[config.mk]
export PLATFORM = sky130hd
export DESIGN_NAME = sram_mem_arbiter
export DESIGN_NICKNAME = d
export VERILOG_FILES = /design/src/rtl/sram_mem_arbiter.sv
export SDC_FILE = /design/constraint.sdc
export NUM_CORES = 1
export LEC_CHECK = 0
export CAP_MARGIN = 20
export CORE_ASPECT_RATIO = 0.7
export CORE_MARGIN = 3
export CORE_UTILIZATION = 40
export CTS_BUF_LIST = sky130_fd_sc_hd__clkbuf_2
export DETAILED_ROUTE_END_ITERATION = 8
export GPL_TIMING_DRIVEN = 0
export PLACE_DENSITY = 0.88
export SETUP_SLACK_MARGIN = 0.02
export SYNTH_ARGS = -nofsm -noshare
export SYNTH_HDL_FRONTEND = slang
export SYNTH_SLANG_ARGS = --single-unit
[constraint.sdc]
create_clock -name clk -period 5.1 [get_ports clk]
set_clock_uncertainty 0.15 [all_clocks]
set_input_delay 0.51 -clock clk [delete_from_list [all_inputs] [get_ports clk]]
set_output_delay 0.51 -clock clk [all_outputs]
set_load 0.05 [all_outputs]
[src/rtl/sram_mem_arbiter.sv]
// Two-port (instruction/data) SRAM-style arbiter onto a single memory port.
// One transaction in flight at a time; the response comes back as a
// one-cycle data_ok pulse on the port that issued the request.
//
// state  | meaning
// -------+-------------------------------------------------------------
// S_IDLE | no transaction; addr_ok offered to the priority winner
// S_INST | instruction read issued on mem_*, waiting for mem_ack
// S_DATA | data read/write issued on mem_*, waiting for mem_ack
module sram_mem_arbiter #(
  parameter bit DATA_FIRST = 1'b1
) (
  input  logic        clk,
  input  logic        resetn,
  input  logic        inst_sram_req,
  input  logic [31:0] inst_sram_addr,
  output logic        inst_sram_addr_ok,
  output logic        inst_sram_data_ok,
  output logic [31:0] inst_sram_rdata,
  input  logic        data_sram_req,
  input  logic        data_sram_wr,
  input  logic [1:0]  data_sram_size,
  input  logic [3:0]  data_sram_wstrb,
  input  logic [31:0] data_sram_addr,
  input  logic [31:0] data_sram_wdata,
  output logic        data_sram_addr_ok,
  output logic        data_sram_data_ok,
  output logic [31:0] data_sram_rdata,
  output logic        mem_req,
  output logic        mem_wr,
  output logic [3:0]  mem_wstrb,
  output logic [31:0] mem_addr,
  output logic [31:0] mem_wdata,
  input  logic        mem_ack,
  input  logic [31:0] mem_rdata
);

  typedef enum logic [1:0] {
    S_IDLE = 2'd0,
    S_INST = 2'd1,
    S_DATA = 2'd2
  } state_t;

  state_t      state_q, state_d;
  logic [29:0] addr_q, addr_d;
  logic        wr_q, wr_d;
  logic [3:0]  wstrb_q, wstrb_d;
  logic [31:0] wdata_q, wdata_d;
  logic [31:0] rdata_q, rdata_d;
  logic        inst_ok_q, inst_ok_d;
  logic        data_ok_q, data_ok_d;
  logic        inst_win, data_win;

  // Size is carried for interface compatibility only; wstrb decides bytes.
  logic unused_size;
  assign unused_size = ^data_sram_size;

  // Arbitration, request capture, completion and next-state selection.
  always_comb begin
    state_d   = state_q;
    addr_d    = addr_q;
    wr_d      = wr_q;
    wstrb_d   = wstrb_q;
    wdata_d   = wdata_q;
    rdata_d   = rdata_q;
    inst_ok_d = 1'b0;
    data_ok_d = 1'b0;
    inst_win  = 1'b0;
    data_win  = 1'b0;
    case (state_q)
      S_IDLE: begin
        if (data_sram_req && (DATA_FIRST || !inst_sram_req)) begin
          data_win = 1'b1;
          state_d  = S_DATA;
          addr_d   = data_sram_addr[31:2];
          wr_d     = data_sram_wr;
          // reads never present byte enables to memory
          wstrb_d  = data_sram_wr ? data_sram_wstrb : 4'b0000;
          wdata_d  = data_sram_wdata;
        end else if (inst_sram_req) begin
          inst_win = 1'b1;
          state_d  = S_INST;
          addr_d   = inst_sram_addr[31:2];
          wr_d     = 1'b0;
          wstrb_d  = 4'b0000;
          wdata_d  = 32'h0;
        end
      end
      S_INST, S_DATA: begin
        if (mem_ack) begin
          rdata_d   = wr_q ? 32'h0 : mem_rdata;
          inst_ok_d = (state_q == S_INST);
          data_ok_d = (state_q == S_DATA);
          state_d   = S_IDLE;
        end
      end
      default: state_d = S_IDLE;
    endcase
  end

  // State and transaction registers; reset abandons any open transaction.
  always_ff @(posedge clk or negedge resetn) begin
    if (!resetn) begin
      state_q   <= S_IDLE;
      addr_q    <= '0;
      wr_q      <= 1'b0;
      wstrb_q   <= '0;
      wdata_q   <= '0;
      rdata_q   <= '0;
      inst_ok_q <= 1'b0;
      data_ok_q <= 1'b0;
    end else begin
      state_q   <= state_d;
      addr_q    <= addr_d;
      wr_q      <= wr_d;
      wstrb_q   <= wstrb_d;
      wdata_q   <= wdata_d;
      rdata_q   <= rdata_d;
      inst_ok_q <= inst_ok_d;
      data_ok_q <= data_ok_d;
    end
  end

  assign inst_sram_addr_ok = resetn & inst_win;
  assign data_sram_addr_ok = resetn & data_win;
  assign inst_sram_data_ok = inst_ok_q;
  assign data_sram_data_ok = data_ok_q;
  assign inst_sram_rdata   = rdata_q;
  assign data_sram_rdata   = rdata_q;

  assign mem_req   = (state_q == S_INST) || (state_q == S_DATA);
  assign mem_wr    = wr_q;
  assign mem_wstrb = wstrb_q;
  assign mem_addr  = {addr_q, 2'b00};
  assign mem_wdata = wdata_q;

endmodule
==> out/metrics.cfg <==
[run_status]
status=complete, no violations

[clocking]
clockBufferDepth=2
clock-sinks=103
htree_levels=3
insertion_delay_ns=0.58
clk_pin_slew_worst_paths_ns=0.31
cts_root_buffer=clkbuf_2
cts_tree=done
cts_buffers=9

[sta]
tns_ns=0
hold_viol_final=0
fin_crit_sh=0.6978
finalSetupViolations=0
relSlewSlack=0.5521
rsz0062_at_grt=false
whs_ns=0.1457
final_max_slew_viol_count=0
max_freq_mhz=281.0
tightest_slew_ns=0.6719
setup_slack_ns=1.541
fin_crit_ns=3.559

[synth]
synth_edf_count=0
synth_compound_gate_area_share=0.2111
synth_warnings=0
synth_top_family_by_area=compound AO/OA/AOI/OAI gates
muxShareOfSynthArea=0
synth-main-ff-cell=dfrtp_1
synth.cells.most_frequent=103 x dfrtp_1, 36 x nand2_1, 34 x a22o_1, 34 x buf_4, 34 x nand2b_1
async_flop_share=1.000
syn_area_um2=4563
synth_most_common_cell=dfrtp_1
yosysTopAreaCellShare=0.5648
ys_types=22
ys_seq_area_frac=0.5648
synth-adder-area-share=0.008226
synth_xor_area_frac=0
syn_area_per_cell_um2=10.92
syn_inst=418
synth_top_area_cell=dfrtp_1
ys_ff_latch=103
ys_top_cells_by_area=dfrtp_1 56%, a22o_1 6.5%, o32ai_1 5.8%
yosys.area_share.simple=0.1130

[power]
clock_power_share=0.073
switchingPower_mw=3.001
power_density_nw_per_um2=741.8
leakage_nw=3.206
comb_power_share=0.669
internal_power_mw=2.630
sw_frac_of_total=0.5330
finalPower_mw=5.632
power_frac_seq=0.258
ir_drop_mv=0.3690

[final_layout]
fillerInstances=752
final_cell_area_um2=7592
syn2layout_area_growth_pct=66.38
nets=843
diodes=0
drive_gt1_frac=0.09220

[grt]
grt_pass1_vias=4582
grt_use_total=0.2290
grt_max_degree=56
overflow=0
antenna_found_initial=0
grt_pass1_wl_um=23230

[detailed_routing]
drc=0
vias_per_cell=5.205
initialDrtViolationCount=195
drtAntennaViolNets=0
vias=4440
firstDrtPassIters=4
avgRoutedWirePerCell_um=17.68
drt-total-wl_um=15080

[floorplan]
core_um2=10740
die_y_um=95.36
initial_utilization=0.4247
die_area_um2=12750
io_pins=278
die_x_um=133.7
placementRows=31

[worst_setup_path]
r2r_start=state_q[0]
endpoint_kind=output port
crit_start=state_q[0]
worstPathMaxFanout=10
critical_path_arrival_ns=2.90
reg2reg_slack_ns=3.02
start_kind=flop
crit_type=flop to output port
crit_required_ns=4.44

[placement]
gp_congestion=0.8108
placedInstanceArea_um2=7460
hpwl_um=11620
pre_cts_ws_ns=2.224
io_buffer_count=268

[flow_run]
maxCapViolCount=0

[hold_path]
min_from=data_sram_req
hp-class=primary input to flop

-- cell type report --
type	instances	area, um^2	area share
Inverter	3	11.26	0.001483
Tap cell	148	185.2	0.02439
Clock buffer	9	45.04	0.005933
Multi-Input combinational cell	245	1524	0.2007
Clock inverter	7	77.57	0.01022
Sequential cell	103	2577	0.3395
Buffer	68	454.2	0.05982
Timing Repair Buffer	270	2718	0.3579
-- through the flow --
step,util,std cells
2_1_floorplan,-,419
3_3_place_gp,0.6920,835
3_5_place_dp,0.6943,836
4_1_cts,0.7067,853
5_1_grt,0.7067,853
6_report,0.7067,853
-- sequential cells by signal (all words and copies together) (netlist names) --
register and flops:
addr_q 30, data_sram_data_ok 1, data_sram_rdata 32, inst_sram_data_ok 1
mem_wdata 32, mem_wr 1, mem_wstrb 4, state_q 2
-- critical path, cell delays in order, from the launching register on --
cell and delay, ns:
dfrtp_1 0.47, inv_1 0.09, ha_1 0.16, buf_6 0.15, clkbuf_1 0.39, and3_1 0.23
clkdlybuf4s50_1 0.81
-- metal layers --
metal,GRT usage,vias up,wire length (um)
met3,0.07173,33,1194
met2,0.3872,236,7505
met1,0.2824,2145,6007
met4,0.07791,0,376
met5,0,-,0
li1,-,2026,-
-- layout by cell type (no fill, tap or decap), drive strengths merged, types with 3 or more instances in the layout --
master / n
a32o: 4
o32ai: 30
o21ai: 33
ha: 3
nor2: 31
inv: 6
nand2b: 34
clkbuf: 31
nand2: 37
buf: 48
o22ai: 30
a22o: 34
clkdlybuf4s50: 267
dfrtp: 103
-- power by group through the flow --
| stage | sequential, mW | combinational [mW] | clock (mW) |
|---|---|---|---|
| after detailed placement | 1.46 | 3.78 | 0 |
| final | 1.45 | 3.77 | 0.409 |
| after global routing | 1.50 | 3.94 | 0.448 |
| after floorplan | 2.64 | 1.28 | 0 |
| after CTS | 1.45 | 3.79 | 0.419 |
| after global placement | 1.45 | 3.70 | 0 |
-- path summary, 6_finish.rpt --
path,cells after the start,endpoint
setup / recovery,6,data_sram_addr_ok
hold reg to reg,1,mem_wstrb[0]
setup reg to reg,6,data_sram_rdata[9]
hold / removal,3,state_q[0]
max in group asynchronous,3,data_sram_rdata[21]
min in group asynchronous,2,addr_q[27]
-- what timing repair did --
item	in CTS	in global routing
endpoints found under the setup margin	0	0
resized for setup	0	0
endpoints found under the hold margin	48	0
buffers inserted	0	0
hold buffers	1	0
-- logic make-up (layout without fill, tap and decap cells) --
group                      count (synthesis)  count (layout)
AOI/OAI and AO/OA                        133             133
DFF                                      103             103
adders and majority gates                  3               3
and+or+nand+nor                          107             107
other                                      1               2
buffers and inverters                     71             357
(Power assumes the default switching activity.)
